## src/rtl/aes_sched_pkg.sv

```systemverilog
// Shared types and helpers for the AES round scheduler.
// State encoding, channel ids and the round-count function.
package aes_sched_pkg;

   typedef enum logic [1:0] {
      IDLE,
      RUN,
      DONE
   } fsm_e;

   localparam logic CH_ENC = 1'b0;
   localparam logic CH_DEC = 1'b1;

   function automatic logic [3:0] nr_of(input int unsigned key_x);
      return 4'(10 + 2 * key_x);
   endfunction

endpackage

```

## src/rtl/aes_round_scheduler_if.sv

```systemverilog
// Block-level stream bundle: encrypt/decrypt requests and the result.
// master = requesters/consumer side, slave = scheduler side.
interface aes_round_scheduler_if;

   logic         enc_valid;
   logic         enc_ready;
   logic [127:0] enc_data;
   logic         dec_valid;
   logic         dec_ready;
   logic [127:0] dec_data;
   logic         res_valid;
   logic         res_ready;
   logic [127:0] res_data;
   logic         res_is_dec;

   modport master (
      output enc_valid, enc_data,
      output dec_valid, dec_data,
      output res_ready,
      input  enc_ready, dec_ready,
      input  res_valid, res_data, res_is_dec
   );

   modport slave (
      input  enc_valid, enc_data,
      input  dec_valid, dec_data,
      input  res_ready,
      output enc_ready, dec_ready,
      output res_valid, res_data, res_is_dec
   );

endinterface

```

## src/rtl/aes_round_scheduler_rr_arbiter2.sv

```systemverilog
// Two-request round-robin arbiter with a last-grant flag.
// Grant is combinational; the flag updates only on an accept.
module rr_arbiter2
   import aes_sched_pkg::*;
(
   input  logic clk,
   input  logic rst,
   input  logic req_enc_i,
   input  logic req_dec_i,
   input  logic accept_i,
   output logic gnt_enc_o,
   output logic gnt_dec_o
);

   logic last_dec_q;

   assign gnt_enc_o = req_enc_i & (~req_dec_i | last_dec_q);
   assign gnt_dec_o = req_dec_i & (~req_enc_i | ~last_dec_q);

   // Starts as "decrypt went last" so encrypt wins the first tie.
   always_ff @(posedge clk or posedge rst) begin
      if (rst) begin
         last_dec_q <= CH_DEC;
      end else if (accept_i) begin
         last_dec_q <= gnt_dec_o;
      end
   end

endmodule

```

## src/rtl/aes_round_scheduler.sv

```systemverilog
// Sequences a shared iterative AES round unit between an encrypt
// and a decrypt requester, one round per cycle, result on a handshake.
module aes_round_scheduler
   import aes_sched_pkg::*;
#(
   parameter int unsigned KEY_X = 0
) (
   input  logic                 clk,
   input  logic                 rst,
   aes_round_scheduler_if.slave io,
   output logic [127:0]         rnd_state,
   output logic                 rnd_decrypt,
   output logic [3:0]           rnd_idx,
   output logic [3:0]           rnd_key_idx,
   output logic                 rnd_first,
   output logic                 rnd_last,
   input  logic [127:0]         rnd_result,
   output logic                 busy
);

   localparam logic [3:0] NR = nr_of(KEY_X);

   fsm_e         fsm_q;
   logic [127:0] state_q;
   logic [127:0] res_data_q;
   logic [3:0]   round_q;
   logic         mode_q;
   logic         res_valid_q;
   logic         res_is_dec_q;

   logic         idle;
   logic         run;
   logic         gnt_enc;
   logic         gnt_dec;
   logic         enc_rdy;
   logic         dec_rdy;
   logic         accept;
   logic         mode_d;
   logic [127:0] load_d;

   assign idle = (fsm_q == IDLE);
   assign run  = (fsm_q == RUN);

   rr_arbiter2 u_arb (
      .clk       (clk),
      .rst       (rst),
      .req_enc_i (io.enc_valid),
      .req_dec_i (io.dec_valid),
      .accept_i  (accept),
      .gnt_enc_o (gnt_enc),
      .gnt_dec_o (gnt_dec)
   );

   assign enc_rdy = idle & gnt_enc;
   assign dec_rdy = idle & gnt_dec;
   assign accept  = enc_rdy | dec_rdy;
   assign mode_d  = gnt_dec ? CH_DEC : CH_ENC;
   assign load_d  = gnt_dec ? io.dec_data : io.enc_data;

   always_ff @(posedge clk or posedge rst) begin
      if (rst) begin
         fsm_q        <= IDLE;
         state_q      <= '0;
         res_data_q   <= '0;
         round_q      <= '0;
         mode_q       <= CH_ENC;
         res_valid_q  <= 1'b0;
         res_is_dec_q <= 1'b0;
      end else begin
         unique case (fsm_q)
            IDLE: begin
               if (accept) begin
                  state_q <= load_d;
                  mode_q  <= mode_d;
                  round_q <= '0;
                  fsm_q   <= RUN;
               end
            end
            RUN: begin
               state_q <= rnd_result;
               // Counter parks at 0 so it never leaves 0..NR.
               if (round_q == NR) begin
                  round_q      <= '0;
                  res_data_q   <= rnd_result;
                  res_is_dec_q <= mode_q;
                  res_valid_q  <= 1'b1;
                  fsm_q        <= DONE;
               end else begin
                  round_q <= round_q + 4'd1;
               end
            end
            DONE: begin
               if (io.res_ready) begin
                  res_valid_q <= 1'b0;
                  fsm_q       <= IDLE;
               end
            end
            default: fsm_q <= IDLE;
         endcase
      end
   end

   assign io.enc_ready  = enc_rdy;
   assign io.dec_ready  = dec_rdy;
   assign io.res_valid  = res_valid_q;
   assign io.res_data   = res_data_q;
   assign io.res_is_dec = res_is_dec_q;

   assign rnd_state   = state_q;
   assign rnd_decrypt = run & mode_q;
   assign rnd_idx     = run ? round_q : 4'd0;
   assign rnd_key_idx = !run   ? 4'd0 :
                        mode_q ? NR - round_q : round_q;
   assign rnd_first   = run & (round_q == 4'd0);
   assign rnd_last    = run & (round_q == NR);
   assign busy        = !idle;

endmodule

```

## src/flat_wrapper.sv

```systemverilog
// flat-port wrapper written by rule: the top's interface ports become plain ports
module aes_round_scheduler_flat import aes_sched_pkg::*;
#(
   parameter int unsigned KEY_X = 0
)
  (clk, rst, rnd_state, rnd_decrypt, rnd_idx, rnd_key_idx, rnd_first, rnd_last, rnd_result, busy, io_enc_valid, io_enc_data, io_dec_valid, io_dec_data, io_res_ready, io_enc_ready, io_dec_ready, io_res_valid, io_res_data, io_res_is_dec);
  aes_round_scheduler_if io_i ();
  input  logic clk;
  input  logic rst;
  output logic [127:0] rnd_state;
  output logic rnd_decrypt;
  output logic [3:0] rnd_idx;
  output logic [3:0] rnd_key_idx;
  output logic rnd_first;
  output logic rnd_last;
  input  logic [127:0] rnd_result;
  output logic busy;
  input wire logic [$bits(io_i.enc_valid)-1:0] io_enc_valid;
  input wire logic [$bits(io_i.enc_data)-1:0] io_enc_data;
  input wire logic [$bits(io_i.dec_valid)-1:0] io_dec_valid;
  input wire logic [$bits(io_i.dec_data)-1:0] io_dec_data;
  input wire logic [$bits(io_i.res_ready)-1:0] io_res_ready;
  output wire logic [$bits(io_i.enc_ready)-1:0] io_enc_ready;
  output wire logic [$bits(io_i.dec_ready)-1:0] io_dec_ready;
  output wire logic [$bits(io_i.res_valid)-1:0] io_res_valid;
  output wire logic [$bits(io_i.res_data)-1:0] io_res_data;
  output wire logic [$bits(io_i.res_is_dec)-1:0] io_res_is_dec;
  assign io_i.enc_valid = io_enc_valid;
  assign io_i.enc_data = io_enc_data;
  assign io_i.dec_valid = io_dec_valid;
  assign io_i.dec_data = io_dec_data;
  assign io_i.res_ready = io_res_ready;
  assign io_enc_ready = io_i.enc_ready;
  assign io_dec_ready = io_i.dec_ready;
  assign io_res_valid = io_i.res_valid;
  assign io_res_data = io_i.res_data;
  assign io_res_is_dec = io_i.res_is_dec;
  aes_round_scheduler #(.KEY_X(KEY_X)) u_core (.clk(clk), .rst(rst), .io(io_i), .rnd_state(rnd_state), .rnd_decrypt(rnd_decrypt), .rnd_idx(rnd_idx), .rnd_key_idx(rnd_key_idx), .rnd_first(rnd_first), .rnd_last(rnd_last), .rnd_result(rnd_result), .busy(busy));
endmodule
```

## config.mk

```make
export PLATFORM = sky130hd
export DESIGN_NAME = aes_round_scheduler_flat
export DESIGN_NICKNAME = d
export VERILOG_FILES = /design/src/rtl/aes_sched_pkg.sv /design/src/rtl/aes_round_scheduler_if.sv /design/src/rtl/aes_round_scheduler_rr_arbiter2.sv /design/src/rtl/aes_round_scheduler.sv /design/src/flat_wrapper.sv
export SDC_FILE = /design/constraint.sdc
export NUM_CORES = 1
export LEC_CHECK = 0
export BUFFER_PORTS_ARGS = -buffer_cell sky130_fd_sc_hd__clkbuf_2
export CAP_MARGIN = 5
export CORE_AREA = 5 5 255 257
export CTS_CLUSTER_DIAMETER = 150
export CTS_CLUSTER_SIZE = 28
export DETAILED_ROUTE_END_ITERATION = 12
export DIE_AREA = 0 0 260 262
export PLACE_DENSITY_LB_ADDON = 0.08
export SLEW_MARGIN = 20
export SYNTH_ARGS = -nofsm -noshare
export SYNTH_HDL_FRONTEND = slang
export SYNTH_SLANG_ARGS = --single-unit
```

## constraint.sdc

```tcl
create_clock -name clk -period 13.38 [get_ports clk]
set_clock_uncertainty 0.1 [all_clocks]
set_input_delay 3.345 -clock clk [delete_from_list [all_inputs] [get_ports clk]]
set_output_delay 3.345 -clock clk [all_outputs]
set_load 0.02 [all_outputs]
```

After elaboration in Yosys (flattened, before gate mapping)
Index checks and enable logic that the tools add are counted.
{"block": "word_totals", "regBits": 266, "input_bits": 389, "elab_cells": 56}
{"block": "classes", "n_reduce_logical": 10, "muxes": 17, "eq_ne": 6, "n_bitwise": 13, "addsub": 2}
{"op": "$mux W128", "n": 2}
{"op": "$pmux W128 S2", "n": 1}
{"op": "$mux W4", "n": 5}
{"op": "$pmux W4 S2", "n": 1}
{"op": "$and A1 B1 Y1", "n": 7}
{"op": "$mux W2", "n": 3}
{"op": "$ne A2 B2 Y1 const B", "n": 3}
{"op": "$pmux W2 S3", "n": 1}
{"op": "$reduce_and A2 Y1", "n": 3}
{"op": "$reduce_and A3 Y1", "n": 2}
{"op": "$add A4 B1 Y4 const B", "n": 1}
{"op": "$eq A4 B4 Y1 const B", "n": 1}
{"op": "$logic_not A4 Y1", "n": 1}
{"op": "$reduce_bool A2 Y1", "n": 2}
{"op": "$sub A4 B4 Y4 const A", "n": 1}
{"op": "$mux W1", "n": 3}
{"op": "$not A1 Y1", "n": 3}
{"op": "$or A1 B1 Y1", "n": 3}
{"op": "$eq A2 B1 Y1 const B", "n": 1}
{"op": "$eq A2 B2 Y1 const B", "n": 1}
{"op": "$logic_not A2 Y1", "n": 1}
{"op": "$pmux W1 S2", "n": 1}
{"op": "$logic_not A1 Y1", "n": 1}

Depth between registers and ports, before layout
Gate-level depths: netlist of the first run.
{"block": "logic_depth", "ltp_word": 7, "depth_mapped": 7, "ltp_nobuf": 5}

Cells and area by module
Synthesis of the first run repeated with hierarchy kept, for this count alone.
{"block": "unflattened", "cells_unflattened": 1071, "hier_area_um2": 12604.6}
{"module": "aes_round_scheduler", "n_inst": 1, "seq_area_each_um2": 6631.4, "cells_per_inst": 1065, "area_each_um2": 12537.0}
{"module": "rr_arbiter2", "n_inst": 1, "seq_area_each_um2": 26.3, "cells_per_inst": 6, "area_each_um2": 67.6}

Worst setup path before layout of the first run
No wires, ideal clock.
{"block": "synth_path", "path_type": "input to output", "startpoint": "in io_dec_valid", "endpoint": "out io_dec_ready", "stages": 3, "required_time_ns": 9.935, "path_buffers": 1, "path_slack_ns": 5.671, "arrival_time_ns": 4.264, "cell_sequence": "a21bo_2 > clkbuf_1 > nor3_1"}
{"block": "synth_between", "elab_chain_len": 2}
{"item": "start: declaration", "line": "flat_wrapper.sv:20", "text": "input wire logic [$bits(io_i.dec_valid)-1:0] io_dec_valid;"}
{"item": "$and A1 B1 Y1", "line": "aes_round_scheduler_rr_arbiter2.sv:18", "text": "assign gnt_dec_o = req_dec_i & (~req_enc_i | ~last_dec_q);"}
{"item": "$and A1 B1 Y1", "line": "aes_round_scheduler.sv:55", "text": "assign dec_rdy = idle & gnt_dec;"}
{"item": "end: declaration", "line": "flat_wrapper.sv:24", "text": "output wire logic [$bits(io_i.dec_ready)-1:0] io_dec_ready;"}
Every way passes these cells.

Final worst setup path of the first run
Same ends and word-level chain as after synthesis.

==> out/results.env, run 1 <==
RSZ0062_AT_GRT='no'
RUN_STATUS='finished clean'
FMAXACHIEVABLE_MHz=120.1
TIMING.CRITICAL_PATH.TO_TYPE='primary output'
POST-CTS-SETUP-BUFFERS=0
TRITONCTS='done'
HOLD_PATH_DEPTH=1
CRITICALPATHCATEGORY='input port to primary output'
AREAGROWTHSYNTHTOFINISH_PCT=31.65
OVERFLOW=0
VIAS_PER_CELL=4.698
FIRST_GLOBAL_VIAS=12779
CLK_TRANSITION_REPORTED_PATHS_PS=110
DIEAREA_SQ_UM=68120
DETAIL_ROUTE.WIRELENGTH_UM=65980
CTS_REPAIR_RESIZE_COUNT=0
P_LEAK_nW=8.145
NETLIST-CELL-TYPE-COUNT=38
GRT.MET3_USAGE_PCT=4.669
TIMING.REG2REG.WORST_PATH_DEPTH=5
SYNTHMOSTINSTANTIATEDCELL='sky130_fd_sc_hd__dfrtp_1'
CRITPATHMAXFANOUT=52
PORT_BUFFERS=660
GPL.FINAL_WEIGHTED_CONGESTION=0.8178
GRT_FIRST_PASS_WIRELENGTH_UM=92600
FINALPOWER_mW=3.991
DRT_FIRST_PASS_ITERS=6
IR_DROP_mV=0.1007
GRT_MAX_DEGREE=104
P_PER_AREA_nW_PER_UM2=225.2
PRE_CTS_WS_PS=5001
MAX_SLEW.WORST_PIN.SLEW_PS=1118
GRT.TOTAL_USAGE_PCT=17.98
TIMING.SLEW.HEADROOM_PCT=25.45
DRT-WIRELENGTH-PER-CELL_UM=25.05
POSTLAYOUTSETUPSLACKWORST_PS=5053
POSTSYNTH.ASYNCRESETSHARE_PCT=100.0
NETS=2174
SETUP_VIOL=0
NETLIST_TOP_CELLS_AREA='sky130_fd_sc_hd__dfrtp_1 (49%), sky130_fd_sc_hd__mux2_2 (9.8%), sky130_fd_sc_hd__a221oi_1 (8.3%)'
TOTALNEGATIVESETUPSLACK_PS=0
FINAL_MIN_PERIOD_OVER_CLOCK_PERIOD_PCT=62.23
DIEWIDTH_UM=260
SYNTH_LARGEST_TYPE_AREA_FRACTION_PCT=49.27
CRITICAL_PATH.STARTPOINT_TYPE='input port'
POST_DP_CELL_AREA_SQ_UM=17330
MAX-CLOCK-PATH-BUFFERS=3
PLACEMENTROWS=92
PLACEABLECOREAREA_SQ_UM=62500
DRT-INITIAL-DRC-COUNT=652
I_O_PIN_COUNT=661
NUMBER_OF_ANTENNA_VIOLATIONS_AT_THE_FIRST_CHECK_IN_GLOBAL_ROUTING=9
CLK-INSERTION-DELAY-LATE_PS=520
SYNTH.YOSYS.WARNINGS=0
INITIAL_CORE_UTIL_PCT=21.53
CTS.SINK_COUNT=266
CAP_VIOL_MAX_COUNT=0
SYNTH-EDFF-COUNT=0
SYN_NETS=1615
SLEW_VIOL_FINAL=0
DOMINANTREGCELLSYNTH='sky130_fd_sc_hd__dfrtp_1'
FINAL-SEQ-AREA_SQ_UM=6665
GRT_MOST_USED_LAYER='met2'
DETAIL-ROUTE-ANTENNA-NETS=0
MIN_PERIOD_PS=8327
DRIVE_GT1_SHARE_PCT=46.02
ROUTED-VIA-COUNT=12374
NUMBER_OF_SYNTHESIZED_REGISTER_BITS=266
YOSYSSEQAREASHARE_PCT=49.47
GRT_USE_MET1_PCT=22.32
DP_HPWL_UM=47510
FINAL.FILL_COUNT=6785
TIMING_HOLD_VIOLATIONS_FINAL=0
SYNTHESIS.INSTANCES=1223
GRT.MET2_USAGE_PCT=31.69
HOLDCRITPATHCLASS='register to register'
ENDPOINT_REQUIRED_TIME_ON_THE_CRITICAL_PATH_PS=9930
ROUTE.DETAILED.DRC=0
SYN_AREA_PER_CELL_SQ_UM=11.00
CTS.ROOT.BUFFER_CELL='sky130_fd_sc_hd__clkbuf_16'
CTS_MAX_LEVEL=1
FINAL_AREA_SQ_UM=17720
YOSYS_TOP_CELL_BY_AREA='sky130_fd_sc_hd__dfrtp_1'
CP.ARRIVAL_PS=4880
DIE_H_UM=262
CTS_BUFFERS=13
CTS_HOLD_BUF=0
MULTI_INPUT_COMB_AREA_SQ_UM=6150
SYN_AREA_SQ_UM=13460
SYNTH_COMMON_CELLS='sky130_fd_sc_hd__dfrtp_1 (265), sky130_fd_sc_hd__o21ai_0 (133), sky130_fd_sc_hd__and2_1 (132)'
## registers in the layout, summed over array words and instances, names as in the netlist
signal,count
u_core.io.res_data,128
u_core.rnd_state,128
u_core.round_q,4
u_core.fsm_q,2
u_core.io.res_is_dec,1
u_core.io.res_valid,1
u_core.mode_q,1
u_core.u_arb.last_dec_q,1
## power breakdown
group          internal, mW  total, mW  switching [mW]
Clock                 0.201      0.497           0.297
Sequential             1.20       1.45           0.250
Combinational         0.699       2.04            1.34
## placed cells by master, fill, tap and decap left out, types with 4 or more instances in the layout
cell type,Yosys,layout
sky130_fd_sc_hd__a221oi_1,128,128
sky130_fd_sc_hd__clkbuf_2,1,659
sky130_fd_sc_hd__mux2_2,117,117
sky130_fd_sc_hd__dfrtp_1,265,263
sky130_fd_sc_hd__and2_1,132,132
sky130_fd_sc_hd__nor2b_1,129,128
sky130_fd_sc_hd__buf_4,13,18
sky130_fd_sc_hd__o21ai_0,133,133
sky130_fd_sc_hd__nor2_1,5,5
sky130_fd_sc_hd__clkbuf_16,0,13
sky130_fd_sc_hd__o31ai_1,129,129
sky130_fd_sc_hd__inv_1,5,4
sky130_fd_sc_hd__diode_2,0,4
sky130_fd_sc_hd__mux2_1,12,12
## cell type report
class                      instances  area share (%)
sequential                       266           37.62
timing repair buffer             677           19.38
inverter                           5          0.1483
tap                              846           5.975
antenna                            4         0.05650
multi-input combinational        819           34.71
clock buffer                      14           1.857
clock inverter                     3          0.2542
## critical path, stage by stage
cell	delay [ps]
sky130_fd_sc_hd__buf_4	410
sky130_fd_sc_hd__a21bo_4	350
sky130_fd_sc_hd__nor3_1	460
sky130_fd_sc_hd__clkbuf_2	300
## layer usage
metal / share of wire (%) / wire [um] / vias to the layer above
met5: 0.095 / 63 / -
met2: 51 / 33380 / 392
met4: 2.0 / 1292 / 10
li1: - / - / 5627
met3: 6.8 / 4501 / 61
met1: 41 / 26730 / 6284
## stage by stage
step,hold WS [ps],util (%),cells
6_report,400.1,28.34,2634
2_1_floorplan,412.9,-,1223
3_3_place_gp,371.5,27.73,2613
4_1_cts,403.5,28.33,2630
3_5_place_dp,373.2,27.73,2613
5_1_grt,420.4,28.34,2633
## worst paths after layout
check | from | endpoint | slack, ps
max | io_dec_valid | io_dec_ready | 5050
min | u_core.io.res_valid | u_core.io.res_valid | 400
max reg2reg | u_core.fsm_q[0] | u_core.rnd_state[9] | 10060
min reg2reg | u_core.io.res_valid | u_core.io.res_valid | 400
max in group asynchronous | rst | u_core.io.res_data[107] | 8930
min in group asynchronous | rst | u_core.io.res_data[54] | 2850
## cell families (layout without fill, tap and decap cells)
group,Yosys count,in the layout,synth area share [%]
compound gates,401,401,21.06
xor+xnor,2,2,0.1302
fa+ha+maj,3,3,0.2789
buf+inv,138,699,5.058
flops,266,266,49.47
mux,129,129,10.79
other cells,0,4,0
simple gates,284,284,13.21
(Power assumes the default switching activity.)
==> run 2: changes to the inputs <==
--- a/config.mk
+++ b/config.mk
@@ -7,11 +7,11 @@
 export LEC_CHECK = 0
 export BUFFER_PORTS_ARGS = -buffer_cell sky130_fd_sc_hd__clkbuf_2
 export CAP_MARGIN = 5
-export CORE_AREA = 5 5 255 257
+export CORE_AREA = 5 5 254 256
 export CTS_CLUSTER_DIAMETER = 150
 export CTS_CLUSTER_SIZE = 28
 export DETAILED_ROUTE_END_ITERATION = 12
-export DIE_AREA = 0 0 260 262
+export DIE_AREA = 0 0 259 261
 export PLACE_DENSITY_LB_ADDON = 0.08
 export SLEW_MARGIN = 20
 export SYNTH_ARGS = -nofsm -noshare
==> constraint.sdc (replaced) <==
create_clock -name clk -period 7.3 [get_ports clk]
set_clock_uncertainty 0.1 [all_clocks]
set_input_delay 1.825 -clock clk [delete_from_list [all_inputs] [get_ports clk]]
set_output_delay 1.825 -clock clk [all_outputs]
set_load 0.02 [all_outputs]
==> out/results.env, run 2 (synthesis results as in run 1) <==
FINAL_MIN_PERIOD_OVER_CLOCK_PERIOD_PCT=72.14
CTS_BUFFERS=13  # unchanged
SLEW_VIOL_FINAL=0  # unchanged
CRITICAL_PATH.STARTPOINT='io_dec_valid'
CRITPATHMAXFANOUT=63  # +21%
CTS_REPAIR_RESIZE_COUNT=0  # unchanged
FINAL.HOLD.WORST_SLACK_PS=396.9  # -3.146 ps
FINALPOWER_mW=7.282  # +82%
SETUP_VIOL=0  # unchanged
HOLD_PATH_END='u_core.io.res_valid'
CRITICAL_PATH.STARTPOINT_TYPE='input port'
TOTALNEGATIVESETUPSLACK_PS=0  # unchanged
TIMING.RR.START='u_core.fsm_q[1]'
IR_DROP_mV=0.1406  # +40%
DIEAREA_SQ_UM=67600  # -0.76%
CP_TOP_FAMILY='buffers and inverters'
CLK_TRANSITION_REPORTED_PATHS_PS=120  # about the same
PORT_BUFFERS=660  # unchanged
MAX_SLEW.WORST_PIN.SLEW_PS=1035  # -83.60 ps
CTS.ROOT.BUFFER_CELL='sky130_fd_sc_hd__clkbuf_16'
MET3_LENGTH_UM=3926  # -13%
DP_HPWL_UM=47130  # -0.79%
CP.ARRIVAL_PS=3340  # -1540 ps
CLK-INSERTION-DELAY-LATE_PS=540  # +20 ps
HOLD_PATH_DEPTH=1  # unchanged
OVERFLOW=0  # unchanged
ENDPOINT_REQUIRED_TIME_ON_THE_CRITICAL_PATH_PS=5380  # -4550 ps
GRT.TOTAL_USAGE_PCT=17.84  # -0.15 points
CTS_MAX_LEVEL=1  # unchanged
NETS=2173  # -0.046%
FINAL-SEQ-AREA_SQ_UM=6665  # unchanged
COMB_POWER_SHARE_PCT=51.2  # about the same
RSZ0062_AT_GRT='no'
CTS.SINK_COUNT=266  # unchanged
ROUTED-VIA-COUNT=12334  # -0.32%
TIMING.REG2REG.WORST_PATH_DEPTH=4  # -1
P_SWITCHING_mW=3.454  # +83%
P_PER_AREA_nW_PER_UM2=410.9  # +82%
FMAXACHIEVABLE_MHz=189.9
POWER.SHARE.SWITCHING_PCT=47.43  # +0.12 points
PATH_CELLS='buf_4 > a21bo_4 > nor3_1 > clkbuf_2'
LAYOUT_COMMON_CELLS='sky130_fd_sc_hd__clkbuf_2 (659), sky130_fd_sc_hd__dfrtp_1 (263), sky130_fd_sc_hd__o21ai_0 (133)'
P_CLK_SHARE_PCT=12.2  # -0.3 points
DIE_H_UM=261  # -0.38%
RUN_STATUS='finished clean'
POST-CTS-SETUP-BUFFERS=0  # unchanged
GPL.FINAL_WEIGHTED_CONGESTION=0.8114  # -0.78%
VIAS_PER_CELL=4.681  # -0.36%
FIRST_GLOBAL_VIAS=12851  # +0.56%
GRT_MAX_DEGREE=133  # +28%
DRT_FIRST_PASS_ITERS=5  # -1
P_LEAK_nW=8.139  # about the same
CTS_HOLD_BUF=0  # unchanged
PWR-SHARE-SEQ_PCT=36.7  # +0.3 points
DIEWIDTH_UM=259  # -0.38%
WL_MET2_UM=32860  # -1.6%
NUMBER_OF_ANTENNA_VIOLATIONS_AT_THE_FIRST_CHECK_IN_GLOBAL_ROUTING=6  # -3
DETAIL_ROUTE.WIRELENGTH_UM=64380  # -2.4%
ROUTE.DETAILED.DRC=0  # unchanged
WORST-PATH-BUF-INV=2  # unchanged
I_O_PIN_COUNT=661  # unchanged
DRIVE_GT1_SHARE_PCT=45.94  # -0.082 points
MULTI_INPUT_COMB_AREA_SQ_UM=6150  # unchanged
DR.MAX_LAYER_USED='met5'
GRT_FIRST_PASS_WIRELENGTH_UM=91640  # -1.0%
P_INT_mW=3.828  # +82%
MIN_PERIOD_PS=5267
CP_SLOWEST_STAGE_DELAY_PS=490  # +30 ps
TRITONCTS='done'
INITIAL_CORE_UTIL_PCT=21.61  # +0.080 points
AREAGROWTHSYNTHTOFINISH_PCT=31.68  # about the same
PLACEABLECOREAREA_SQ_UM=62270  # -0.37%
ROUTE.LAYER.MET1.WL_UM=25830  # -3.4%
REG2REG_SETUP_SLACK_PS=3280  # -6780 ps
DRT-WIRELENGTH-PER-CELL_UM=24.43  # -2.5%
PLACEMENTROWS=92  # unchanged
CRITICAL_PATH.SLOWEST_CELL='sky130_fd_sc_hd__buf_4'
CAP_VIOL_MAX_COUNT=0  # unchanged
LAYOUT.CELLS.MOST_COMMON='sky130_fd_sc_hd__clkbuf_2'
HOLDCRITPATHCLASS='register to register'
TIMING.CRITICAL_PATH.TO_TYPE='primary output'
DETAIL-ROUTE-ANTENNA-NETS=0  # unchanged
TIMING.SLEW.HEADROOM_PCT=31.02  # +5.6 points
TIMING_HOLD_VIOLATIONS_FINAL=0  # unchanged
MAX-CLOCK-PATH-BUFFERS=3  # unchanged
CRITICALPATHCATEGORY='input port to primary output'
DRT-INITIAL-DRC-COUNT=552  # -15%
R2R-END='u_core.rnd_state[80]'
FINAL.FILL_COUNT=6758  # -0.40%
HOLD_PATH_STARTPOINT='u_core.io.res_valid'
==> run 2: worst max-delay path by stage <==
stage	slack, ps	end	cells after the start
final	2030	io_dec_ready	4
after global routing	1960	io_dec_ready	4
after CTS	1990	io_dec_ready	4
after detailed placement	1990	io_dec_ready	4
after global placement	2040	io_dec_ready	4
after floorplan	1860	u_core.fsm_q[0]	1
==> run 2: area by class of cell <==
type | count | area share [%]
Multi-Input combinational cell | 819 | 34.70
Antenna cell | 4 | 0.05649
Clock buffer | 16 | 1.899
Timing Repair Buffer | 676 | 19.47
Inverter | 5 | 0.1271
Tap cell | 846 | 5.973
Sequential cell | 266 | 37.61
Clock inverter | 3 | 0.1553
==> run 2: worst reg2reg max path, stage by stage, from the launching register on <==
cell	delay [ps]
sky130_fd_sc_hd__dfrtp_4	1030
sky130_fd_sc_hd__buf_4	730
sky130_fd_sc_hd__or2_4	980
sky130_fd_sc_hd__buf_4	760
sky130_fd_sc_hd__o31ai_1	240
==> run 2: stage by stage <==
stage          area, sq um  utilization [%]  setup WS [ps]  std cells
2_1_floorplan        13460                -           1864       1223
5_1_grt              17720            28.46           1955       2635
6_report             17720            28.46           2033       2635
4_1_cts              17710            28.44           1986       2631
3_3_place_gp         17350            27.86           2040       2612
3_5_place_dp         17350            27.86           1986       2612
==> run 2: metal layers <==
| layer | global-route usage [%] | up-vias |
|---|---|---|
| li1 | - | 5638 |
| met1 | 22.22 | 6230 |
| met2 | 31.37 | 408 |
| met3 | 4.204 | 56 |
| met4 | 4.368 | 2 |
| met5 | 0 | - |
==> run 2: power by group through the flow <==
stage | registers [mW] | clock network [mW] | logic [mW]
6_report | 2.67 | 0.885 | 3.73
3_5_place_dp | 2.71 | 0 | 3.81
5_1_grt | 2.78 | 0.977 | 3.97
2_1_floorplan | 3.49 | 0 | 1.36
4_1_cts | 2.69 | 0.942 | 3.81
3_3_place_gp | 2.70 | 0 | 3.80
==> run 3: changes to the inputs <==
--- a/config.mk
+++ b/config.mk
@@ -5,13 +5,14 @@
 export SDC_FILE = /design/constraint.sdc
 export NUM_CORES = 1
 export LEC_CHECK = 0
+export ABC_AREA = 1
 export BUFFER_PORTS_ARGS = -buffer_cell sky130_fd_sc_hd__clkbuf_2
 export CAP_MARGIN = 5
-export CORE_AREA = 5 5 254 256
+export CORE_AREA = 5 5 255 257
 export CTS_CLUSTER_DIAMETER = 150
 export CTS_CLUSTER_SIZE = 28
 export DETAILED_ROUTE_END_ITERATION = 12
-export DIE_AREA = 0 0 259 261
+export DIE_AREA = 0 0 260 262
 export PLACE_DENSITY_LB_ADDON = 0.08
 export SLEW_MARGIN = 20
 export SYNTH_ARGS = -nofsm -noshare
==> constraint.sdc (replaced) <==
create_clock -name clk -period 4.85 [get_ports clk]
set_clock_uncertainty 0.1 [all_clocks]
set_input_delay 1.2125 -clock clk [delete_from_list [all_inputs] [get_ports clk]]
set_output_delay 1.2125 -clock clk [all_outputs]
set_load 0.02 [all_outputs]
==> out/results.env, run 3 <==
RUN_STATUS='finished clean'
LAYOUT.CELLS.MOST_COMMON='sky130_fd_sc_hd__clkbuf_2'
OVERFLOW=0  # unchanged
PLACEMENTROWS=92  # unchanged
WORST-PATH-BUF-INV=4  # +2
FINAL_AREA_SQ_UM=17850  # +0.71%
DETAIL_ROUTE.WIRELENGTH_UM=68320  # +6.1%
GRT.TOTAL_USAGE_PCT=18.72  # +0.88 points
NETS=2704  # +24%
CP_TOP_FAMILY='buffers and inverters'
PRE_CTS_WS_PS=1059  # -927.6 ps
DIEWIDTH_UM=260  # +0.39%
SYNTH_COMMON_CELLS='sky130_fd_sc_hd__nand2_1 (526), sky130_fd_sc_hd__nand3_1 (388), sky130_fd_sc_hd__dfrtp_1 (265)'
YOSYSSEQAREASHARE_PCT=49.53  # +0.060 points
SYNTH_LARGEST_TYPE_AREA_FRACTION_PCT=49.33  # +0.060 points
SYNTH-XOR-AREA-SHARE_PCT=0.1303  # +0.00016 points
CTS_HOLD_BUF=0  # unchanged
MAIN_COMBINATIONAL_CELL_FAMILY_BY_AREA_AFTER_SYNTHESIS='simple AND/OR/NAND/NOR gates'
SYNTH.YOSYS.WARNINGS=0  # unchanged
HOLD_PATH_STARTPOINT='u_core.io.res_valid'
INITIAL_CORE_UTIL_PCT=21.50  # -0.11 points
MAX_SLEW.WORST_PIN.SLEW_PS=1082  # +47.47 ps
SYN_NETS=2160  # +34%
DRIVE_GT1_SHARE_PCT=30.78  # -15 points
CTS.ROOT.BUFFER_CELL='sky130_fd_sc_hd__clkbuf_16'
SETUP_VIOL=0  # unchanged
NETLIST-CELL-TYPE-COUNT=23  # -39%
PORT_BUFFERS=660  # unchanged
SYNTH_MUX_AREA_SHARE_PCT=0  # -11 points
POST-CTS-SETUP-BUFFERS=0  # unchanged
NETLIST_TOP_CELLS_AREA='sky130_fd_sc_hd__dfrtp_1 (49%), sky130_fd_sc_hd__nand2_1 (15%), sky130_fd_sc_hd__nand3_1 (14%)'
TRITONCTS='done'
P_LEAK_nW=9.873  # +21%
SYNTH_COMPOUND_AREA_SHARE_PCT=5.213  # -16 points
SYNTHMOSTINSTANTIATEDCELL='sky130_fd_sc_hd__nand2_1'
HOLDCRITPATHCLASS='register to register'
AREAGROWTHSYNTHTOFINISH_PCT=32.77
SYN_AREA_SQ_UM=13440  # -0.12%
RSZ0062_AT_GRT='no'
CAP_VIOL_MAX_COUNT=0  # unchanged
IR_DROP_mV=0.2720  # +93%
CRITICAL_PATH.STARTPOINT_TYPE='register'
CP_SLOWEST_STAGE_DELAY_PS=460  # -30 ps
CTS.SINK_COUNT=266  # unchanged
SYNTH_ADDER_AREA_SHARE_PCT=0.2793  # +0.00034 points
POSTLAYOUTSETUPSLACKWORST_PS=1081  # -952.4 ps
MAX-CLOCK-PATH-BUFFERS=3  # unchanged
CRITPATHMAXFANOUT=70  # +11%
GPL.FINAL_WEIGHTED_CONGESTION=0.8220  # +1.3%
I_O_PIN_COUNT=661  # unchanged
LAYOUT_COMMON_CELLS='sky130_fd_sc_hd__clkbuf_2 (659), sky130_fd_sc_hd__nand2_1 (524), sky130_fd_sc_hd__nand3_1 (388)'
TIMING_HOLD_VIOLATIONS_FINAL=0  # unchanged
CP.ARRIVAL_PS=2460  # -880 ps
DETAIL-ROUTE-ANTENNA-NETS=0  # unchanged
CTS_BUFFERS=13  # unchanged
YOSYS_TOP_CELL_BY_AREA='sky130_fd_sc_hd__dfrtp_1'
ENDPOINT_REQUIRED_TIME_ON_THE_CRITICAL_PATH_PS=3540  # -1840 ps
CLK-INSERTION-DELAY-LATE_PS=520  # -20 ps
POST_DP_CELL_AREA_SQ_UM=17450  # +0.61%
TIMING.CRITICAL_PATH.TO_TYPE='primary output'
CRITICAL_PATH.STARTPOINT='u_core.fsm_q[0]'
DIE_H_UM=262  # +0.38%
MIN_PERIOD_PS=3769
SLEW_VIOL_FINAL=0  # unchanged
CLK_TRANSITION_REPORTED_PATHS_PS=120  # about the same
TIMING.RR.START='u_core.fsm_q[0]'
SYNTH-EDFF-COUNT=0  # unchanged
CRITICAL_PATH.SLOWEST_CELL='sky130_fd_sc_hd__dfrtp_1'
SYNTH_SIMPLE_GATE_AREA_SHARE_PCT=35.83  # +23 points
P_PER_AREA_nW_PER_UM2=686.3  # +67%
NUMBER_OF_ANTENNA_VIOLATIONS_AT_THE_FIRST_CHECK_IN_GLOBAL_ROUTING=11  # +5
POSTSYNTH.ASYNCRESETSHARE_PCT=100.0  # unchanged
GRT_FIRST_PASS_WIRELENGTH_UM=98220  # +7.2%
CTS_MAX_LEVEL=1  # unchanged
SYNTHESIS.INSTANCES=1768  # +45%
TIMING.SLEW.HEADROOM_PCT=27.85  # -3.2 points
CRITICALPATHCATEGORY='register to primary output'
DOMINANTREGCELLSYNTH='sky130_fd_sc_hd__dfrtp_1'
FIRST_GLOBAL_VIAS=14593  # +14%
GRT_MAX_DEGREE=193  # +45%
CTS_REPAIR_RESIZE_COUNT=0  # unchanged
SYN_AREA_PER_CELL_SQ_UM=7.603  # -31%
ROUTED-VIA-COUNT=14491  # +17%
DRT_FIRST_PASS_ITERS=5  # unchanged
FMAXACHIEVABLE_MHz=265.3
PLACEABLECOREAREA_SQ_UM=62500  # +0.37%
DP_HPWL_UM=49300  # +4.6%
FINAL_MIN_PERIOD_OVER_CLOCK_PERIOD_PCT=77.71
DIEAREA_SQ_UM=68120  # +0.77%
PATH_CELLS='inv_2 > nor2_4 > buf_4 > nand2_8 > inv_1 > clkbuf_2'
TOTALNEGATIVESETUPSLACK_PS=0  # unchanged
VIAS_PER_CELL=4.573  # -2.3%
FINAL.HOLD.WORST_SLACK_PS=393.8  # -3.092 ps
NUMBER_OF_SYNTHESIZED_REGISTER_BITS=266  # unchanged
DRT-WIRELENGTH-PER-CELL_UM=21.56  # -12%
DRT-INITIAL-DRC-COUNT=909  # +65%
ROUTE.DETAILED.DRC=0  # unchanged
-- run 3: cell count changes in the layout (fill, tap and decap cells not counted), moves of 117 or more --
cell,delta
sky130_fd_sc_hd__o31ai_1,-129
sky130_fd_sc_hd__a221oi_1,-128
sky130_fd_sc_hd__nor2b_1,-128
sky130_fd_sc_hd__nand3_1,+386
sky130_fd_sc_hd__mux2_2,-117
sky130_fd_sc_hd__inv_1,+135
sky130_fd_sc_hd__nand4_1,+128
sky130_fd_sc_hd__nand2_1,+521
sky130_fd_sc_hd__and2_1,-132
-- run 3: layout make-up --
cell class / instances / area (sq um)
multi-input cells: 1204 / 5623
well taps: 846 / 1059
repair buffers: 685 / 3568
fillers: 7011 / 44660
diodes: 10 / 25.02
clock buffers: 14 / 329.1
flip-flops and latches: 266 / 6658
clock inverters: 2 / 41.29
inverters: 142 / 544.3
-- run 3: worst register-to-register path: stages (launching register included) --
cell and delay [ps]:
sky130_fd_sc_hd__dfrtp_1 460, sky130_fd_sc_hd__inv_2 120, sky130_fd_sc_hd__nor2_4 60, sky130_fd_sc_hd__inv_8 430, sky130_fd_sc_hd__buf_4 690, sky130_fd_sc_hd__nand3_4 610, sky130_fd_sc_hd__buf_4 490, sky130_fd_sc_hd__nand3_1 140
sky130_fd_sc_hd__nand2_1 60
-- run 3: kinds of logic after synthesis --
kind of cell               after synthesis
DFF                                    266
AOI/OAI and AO/OA                      140
buffers and inverters                  298
xor gates and xnor gates                 2
and+or+nand+nor                       1059
adders and majority gates                3
-- run 3: power breakdown --
group | total [mW] | internal (mW) | switching [mW]
clock | 1.37 | 0.555 | 0.816
combinational | 6.83 | 1.97 | 4.86
sequential | 4.05 | 3.37 | 0.672
total | 12.2 | 5.90 | 6.35
-- run 3: path summary, 6_finish.rpt --
path	cells after the start	slack (ps)	to
worst max-delay path	6	1080	rnd_last
max in group asynchronous	3	2860	u_core.io.res_data[91]
min in group asynchronous	2	700	u_core.io.res_data[28]
worst min register to register	2	390	u_core.io.res_valid
worst max register to register	8	1600	u_core.rnd_state[91]
worst min-delay path	2	390	u_core.io.res_valid
-- run 3: per-layer routing --
metal | vias to the layer above | track usage (%) | wire length [um]
met1 | 7044 | 24.10 | 28460
met4 | 2 | 4.066 | 1278
li1 | 6939 | - | -
met3 | 47 | 4.679 | 4783
met2 | 459 | 32.04 | 33780
met5 | - | 0 | 17
-- run 3: per-stage QoR --
stage / total power [mW] / std cells / utilization, %
floorplan: 8.121 / 1768 / -
detailed placement: 11.10 / 3143 / 27.92
finish: 12.25 / 3169 / 28.55
CTS: 12.53 / 3159 / 28.51
global placement: 11.08 / 3143 / 27.92
global route: 13.19 / 3167 / 28.55
